$ cat src/rtl/uart_tx_cfg.sv
// UART transmitter with a small TX FIFO and per-frame configuration
// (data bits, parity, stop bits, clocks-per-bit) latched when each byte is popped.
module uart_tx_cfg #(
    parameter int FIFO_DEPTH    = 4,
    parameter int DIV_WIDTH     = 16,
    parameter int MAX_DATA_BITS = 8
) (
    input  logic                             clk,
    input  logic                             rst,
    input  logic                             cfg_parity_en,
    input  logic                             cfg_parity_odd,
    input  logic [3:0]                       cfg_num_data_bits,
    input  logic [1:0]                       cfg_num_stop_bits,
    input  logic [DIV_WIDTH-1:0]             cfg_clks_per_bit,
    input  logic [MAX_DATA_BITS-1:0]         tx_data,
    input  logic                             tx_valid,
    output logic                             tx_ready,
    output logic                             tx,
    output logic                             busy,
    output logic                             frame_done,
    output logic [$clog2(FIFO_DEPTH+1)-1:0]  fifo_count
);

    localparam int AW = $clog2(FIFO_DEPTH);
    localparam int CW = $clog2(FIFO_DEPTH + 1);

    typedef enum logic [2:0] {IDLE, START, DATA, PARITY, STOP} state_t;

    state_t state, next_state;

    logic [MAX_DATA_BITS-1:0] mem [FIFO_DEPTH];
    logic [AW-1:0]            wr_ptr, rd_ptr;
    logic [CW-1:0]            count;
    logic                     push, pop;

    logic [MAX_DATA_BITS-1:0] shift_reg;
    logic [3:0]               nd_q;
    logic [1:0]               ns_q;
    logic                     pe_q, par_bit_q;
    logic [DIV_WIDTH-1:0]     cpb_q, bit_cnt;
    logic [2:0]               bit_idx;
    logic                     bit_last, data_last, stop_last;

    logic [3:0]               nd_clamp;
    logic [1:0]               ns_clamp;
    logic [DIV_WIDTH-1:0]     cpb_clamp;
    logic [MAX_DATA_BITS-1:0] data_mask, head;

    assign fifo_count = count;
    assign tx_ready   = !rst && (count < CW'(FIFO_DEPTH));
    assign push       = tx_valid && tx_ready;
    assign pop        = (state == IDLE) && (count != '0);
    assign busy       = (state != IDLE) || (count != '0);

    assign bit_last   = (bit_cnt == cpb_q - DIV_WIDTH'(1));
    assign data_last  = ({1'b0, bit_idx} == nd_q - 4'd1);
    assign stop_last  = (bit_idx[1:0] == ns_q - 2'd1);

    // Out-of-range configuration is clamped here so the frame engine only sees legal values
    always_comb begin
        nd_clamp = cfg_num_data_bits;
        if (cfg_num_data_bits < 4'd5)
            nd_clamp = 4'd5;
        else if (cfg_num_data_bits > 4'd8)
            nd_clamp = 4'd8;
        ns_clamp = cfg_num_stop_bits;
        if (cfg_num_stop_bits == 2'd0)
            ns_clamp = 2'd1;
        else if (cfg_num_stop_bits == 2'd3)
            ns_clamp = 2'd2;
        cpb_clamp = cfg_clks_per_bit;
        if (cfg_clks_per_bit < DIV_WIDTH'(2))
            cpb_clamp = DIV_WIDTH'(2);
        data_mask = {MAX_DATA_BITS{1'b1}} >> (4'd8 - nd_clamp);
        head      = mem[rd_ptr];
    end

    always_ff @(posedge clk) begin
        if (rst)
            state <= IDLE;
        else
            state <= next_state;
    end

    always_comb begin
        next_state = state;
        tx         = 1'b1;
        frame_done = 1'b0;
        case (state)
            IDLE: begin
                if (count != '0)
                    next_state = START;
            end
            START: begin
                tx = 1'b0;
                if (bit_last)
                    next_state = DATA;
            end
            DATA: begin
                tx = shift_reg[0];
                if (bit_last && data_last)
                    next_state = pe_q ? PARITY : STOP;
            end
            PARITY: begin
                tx = par_bit_q;
                if (bit_last)
                    next_state = STOP;
            end
            STOP: begin
                if (bit_last && stop_last) begin
                    frame_done = 1'b1;
                    next_state = IDLE;
                end
            end
            default: next_state = IDLE;
        endcase
    end

    always_ff @(posedge clk) begin
        if (push)
            mem[wr_ptr] <= tx_data;
    end

    always_ff @(posedge clk) begin
        if (rst) begin
            wr_ptr <= '0;
            rd_ptr <= '0;
            count  <= '0;
        end else begin
            if (push)
                wr_ptr <= wr_ptr + 1'b1;
            if (pop)
                rd_ptr <= rd_ptr + 1'b1;
            case ({push, pop})
                2'b10:   count <= count + 1'b1;
                2'b01:   count <= count - 1'b1;
                default: count <= count;
            endcase
        end
    end

    // Shadow config and parity are captured at pop so mid-frame cfg edits cannot disturb the frame
    always_ff @(posedge clk) begin
        if (rst) begin
            shift_reg <= '0;
            nd_q      <= 4'd8;
            ns_q      <= 2'd1;
            pe_q      <= 1'b0;
            par_bit_q <= 1'b0;
            cpb_q     <= DIV_WIDTH'(2);
            bit_cnt   <= '0;
            bit_idx   <= '0;
        end else if (pop) begin
            shift_reg <= head;
            nd_q      <= nd_clamp;
            ns_q      <= ns_clamp;
            pe_q      <= cfg_parity_en;
            par_bit_q <= (^(head & data_mask)) ^ cfg_parity_odd;
            cpb_q     <= cpb_clamp;
            bit_cnt   <= '0;
            bit_idx   <= '0;
        end else if (state != IDLE) begin
            if (bit_last) begin
                bit_cnt <= '0;
                if (next_state != state)
                    bit_idx <= '0;
                else
                    bit_idx <= bit_idx + 3'd1;
                if (state == DATA)
                    shift_reg <= shift_reg >> 1;
            end else begin
                bit_cnt <= bit_cnt + DIV_WIDTH'(1);
            end
        end
    end

endmodule

$ cat config.mk
export PLATFORM = sky130hd
export DESIGN_NAME = uart_tx_cfg
export DESIGN_NICKNAME = d
export VERILOG_FILES = /design/src/rtl/uart_tx_cfg.sv
export SDC_FILE = /design/constraint.sdc
export NUM_CORES = 1
export LEC_CHECK = 0
export CAP_MARGIN = 30
export CORE_MARGIN = 2
export CORE_UTILIZATION = 63
export CTS_CLUSTER_SIZE = 20
export DETAILED_ROUTE_END_ITERATION = 16
export GPL_ROUTABILITY_DRIVEN = 0
export GPL_TIMING_DRIVEN = 0
export PLACE_DENSITY = 0.95
export REMOVE_ABC_BUFFERS = 1
export SETUP_SLACK_MARGIN = 0.4
export SYNTH_ARGS = -nofsm -noshare
export SYNTH_HDL_FRONTEND = slang
export SYNTH_SLANG_ARGS = --single-unit
$ cat constraint.sdc
create_clock -name clk -period 4.8 [get_ports clk]
set_input_delay 0.96 -clock clk [delete_from_list [all_inputs] [get_ports clk]]
set_output_delay 0.96 -clock clk [all_outputs]
set_load 0.05 [all_outputs]
Word level (Yosys, flattened, before mapping)
Memory sizes are Yosys's and may differ from the RTL's. A register that Yosys moved wholly into a read port is not among the register bits.
Index checks and enable logic that the tools add are counted.

cells by class
  magnitude comparators = 4
  bitwise operators = 2
  shifts and indexed selects = 1
  add/sub/neg operators = 10
  multiplexer cells = 26
  reductions and logical operators = 19
  equal/unequal tests = 11

operator list
  operator               number
  $mux 16                2
  $mux 8                 4
  $mux 3                 7
  $add 16x1->16 const B  1
  $eq 16x16->1           1
  $lt 16x2->1 const B    1
  $sub 16x1->16 const B  1
  $pmux 3 s5             1
  $and 8x8->8            1
  $mux 2                 4
  $mux 4                 2
  $reduce_bool 2->1      4
  $reduce_xor 8->1       1
  $shr 8x4->8 const A    1
  $add 3x1->3 const B    2
  $eq 3x2->1 const B     2
  $pmux 3 s2             1
  $reduce_bool 3->1      2
  $logic_and 1x1->1      5
  $add 2x1->2 const B    2
  $eq 2x2->1 const B     2
  $eq 3x4->1             1
  $gt 4x4->1 const B     1
  $lt 4x3->1 const B     1
  20 further kinds       23

storage, ports and cells
  output and inout bits = 7
  word-level logic and storage cells = 86
  memories = 1
  register bits after elaboration = 61
  memory bits (writable) = 32

memories
  name  words  width  read ports  clocked after memory_dff  wr ports  RTL line  RTL
  mem   4      8      1           1                         1         31        logic [MAX_DATA_BITS-1:0] mem [FIFO_DEPTH];

Logic depth before layout (Yosys ltp)
  depth after elaboration = 8
  gate-level depth with buffers = 14

Worst setup path after synthesis
Ideal clock, no wire load.

  path type = flip-flop to output port
  start = register cpb_q[0]
  end = output port frame_done
  slack = 0.459 ns
  data arrival time = 3.381 ns
  required time = 3.840 ns
  stages on the path, launching flop included = 11
  cell sequence = dfxtp_1 buf_6 inv_1 ha_1 nor4b_4 and2_1 o2111ai_1 a22o_1 a2111oi_2 nand2_1 nor3_1

on the way
  cells in the longest elaborated chain, start to end = 5

RTL lines
  element                 RTL line  RTL
  start, declared         40        logic [DIV_WIDTH-1:0] cpb_q, bit_cnt;
  start signal, assigned  159       cpb_q <= cpb_clamp;
  $sub 16x1->16           55        assign bit_last = (bit_cnt == cpb_q - DIV_WIDTH'(1));
  $eq 16x16->1            55
  $logic_and 1x1->1       110       if (bit_last && stop_last) begin
  $mux 1                  110
  $mux 1                  89        case (state)
  end, declared           20        output logic frame_done,

Every way passes these cells.

Worst setup path after layout
  start = register cpb_q[4]
  end = output port frame_done

Same word-level chain as after synthesis.

==> impl_metrics.csv <==
group,metric,value,unit
detailed_routing,drt-initial-drc-count,441,
detailed_routing,wire_per_inst,18.5,um
global_route,grt-ovfl-total,0,
logic_synthesis,synth_area_per_cell,9.60,sq um
setup_path,setup.worst_path.end_class,"output port",
finish,fin_nets,609,
global_route,antenna_found_initial,0,
setup_path,worst_ep_arrival_time,3240,ps
setup_path,cp-start-kind,"flip-flop",
setup_path,worstSetupPathType,"reg -> out",
sta,finalSetupTns,0,ps
cts,h-tree-depth,3,
floorplanning,chipWidth,94.1,um
logic_synthesis,synth_cells,533,
cts,clockBufferDepth,2,
cts,holdBufCountCts,0,
logic_synthesis,ys_warn_count,0,
placement,io_buffers,40,
finish,area_growth,13.2,%
placement,dp_cells,645,
placement,dp_hpwl,8.30,mm
outcome,outcome,"finished, final reports clean",
detailed_routing,via_count,4281,
sta,setup_viol,0,
logic_synthesis,netlist_area,5120,sq um
logic_synthesis,synth-edff-count,32,
sta,rsz0062_at_grt,"no",
sta,fin_crit_sh,87.6,%
logic_synthesis,synthArstFlopShare,0,%
finish,fin_cells,667,
cts,cts_root_buf,"clkbuf_8",
sta,whs,482,ps
finish,n_antenna_cell,0,
cts,cts_made_buffers,9,
logic_synthesis,ys_ff_latch,95,
logic_synthesis,synth_top_cell_by_area,"dfxtp_1",
logic_synthesis,synthMostInstantiatedCell,"nand2_1",
run,cap_violations,0,
sta,period_needed,4200,ps
detailed_routing,dr.pass1.iters,5,
global_route,grtUsageTotal,29.0,%
floorplanning,die-height,94.1,um
logic_synthesis,synth_top_area_share,24.7,%
logic_synthesis,ys_types,69,
floorplanning,start_util,65.5,%
sta,slew_headroom,32.4,%
logic_synthesis,synthTopCellsByCount,"71 x nand2_1, 63 x dfxtp_1, 37 x nor2_1, 32 x edfxtp_1, 30 x a21oi_1",
finish,largest_register,"mem",
floorplanning,dieArea,8860,sq um
global_route,grt_max_degree,31,
min_path,hold_path.class,"reg -> reg",
logic_synthesis,synth_top_cells_by_area,"dfxtp_1 25%, edfxtp_1 19%, nand2_1 5.2%",
detailed_routing,viasPerCell,6.42,
power_and_ir_drop,powerDensity,543,nW/um^2
cts,worstSkewPairLatency,380,ps
detailed_routing,wl,12.4,mm
finish,drive_above_1_share,10.1,%
floorplanning,rows,32,
detailed_routing,drcViolationCount,0,
sta,worst_pin_slew,1010,ps
logic_synthesis,ys_seq_area_share,43.4,%
sta,clock_skew,11.4,ps
cts,cts_sinks,95,
detailed_routing,ant_nets,0,
power_and_ir_drop,peakVddDrop,344,uV
floorplanning,num_io_pins,42,
cts,cts_tree,"built",
global_route,grt_pass1_wl,19.9,mm
power_and_ir_drop,p_leak,2.05,nW
finish,largest_reg_flops,32,
setup_path,worst-path-max-fanout,6,
cts,clk_pin_slew,110,ps
sta,fmax,238,MHz
global_route,grt_pass1_vias,4175,
sta,finalMaxSlewViolations,0,
sta,hold_viol_final,0,
finish,largest_registers,"mem x32, bit_cnt x16, cpb_q x16",
logic_synthesis,synth-main-ff-cell,"dfxtp_1",
floorplanning,core_area,7810,sq um
setup_path,crit_required,3840,ps
[logic make-up after synthesis]
group           count (synthesis)  share of synthesized area (%)
simple gates                  212                           21.2
mux                            13                           4.50
xor+xnor                       46                           7.87
fa+ha+maj                      14                           3.57
compound gates                100                           14.5
flops                          95                           43.4
buf+inv                        53                           4.96
[stage by stage]
| step | worst slack, ps | utilization, % | power [mW] | cell area [sq um] |
|---|---|---|---|---|
| floorplan | 499 | - | 2.07 | 4940 |
| global placement | 168 | 70.0 | 2.33 | 5470 |
| detailed placement | 29.6 | 70.7 | 2.45 | 5520 |
| CTS | 442 | 74.0 | 3.07 | 5780 |
| global route | 445 | 74.2 | 3.31 | 5790 |
| finish | 597 | 74.2 | 3.15 | 5790 |
[critical path, cell delays in order (launching register included)]
cell and delay (ps):
dfxtp_1 410, or4_1 660, nor3_4 230, mux2i_1 350, o31ai_4 150, a2111oi_4 390
nand2_1 90, nor3_1 270, buf_2 320
[repair_timing]
action | 4_1_cts | 5_1_grt
buffers inserted | 2 | 3
pin swaps | 1 | 0
setup endpoints to repair | 1 | 1
gates resized for setup | 7 | 2
gates cloned | 1 | 0
[worst paths after layout]
kind / from / depth (start not counted) / slack (ps) / end
max: cpb_q[4]$_SDFFE_PP0P_ / 8 / 600 / frame_done
min: ns_q[1]$_SDFFE_PP0P_ / 2 / 480 / ns_q[1]$_SDFFE_PP0P_
max reg2reg: cpb_q[1]$_SDFFE_PP1P_ / 9 / 1200 / bit_cnt[8]$_SDFFE_PP0N_
min reg2reg: ns_q[1]$_SDFFE_PP0P_ / 2 / 480 / ns_q[1]$_SDFFE_PP0P_
[power breakdown]
| group | leakage, nW | internal, mW | total, mW | switching (mW) |
|---|---|---|---|---|
| registers | 0.804 | 0.968 | 1.16 | 0.192 |
| logic | 1.13 | 0.586 | 1.42 | 0.837 |
| clock network | 0.108 | 0.217 | 0.561 | 0.345 |
[placed cells by master (no fill, tap or decap), drive strengths merged, types with 9 or more instances in the layout]
master         netlist  final
xor2                20     20
clkdlybuf4s50        0     39
buf                 10      9
edfxtp              32     32
dfxtp               63     63
nor2                38     38
o21ai               12     12
clkbuf              23      9
ha                  13     13
inv                 20     25
a21oi               30     30
and3                10     10
xnor2               26     26
nor3                29     29
nand3                9      9
nand2               71     71
[cell type report]
class,count,area [sq um]
Clock buffer,9,124
Clock inverter,7,91.3
Fill cell,510,2010
Inverter,20,75.1
Multi-Input combinational cell,386,2660
Sequential cell,95,2220
Tap cell,102,128
Timing Repair Buffer,48,490
[layer usage]
layer / GRT usage (%) / vias to the layer above / share of wire [%]
met5: 0 / - / 0
met4: 14.7 / 0 / 3.5
met3: 6.10 / 49 / 7.0
met2: 50.7 / 226 / 50
met1: 33.4 / 2031 / 39
li1: - / 1975 / -
Note: power is estimated with default switching activity, not from simulation.
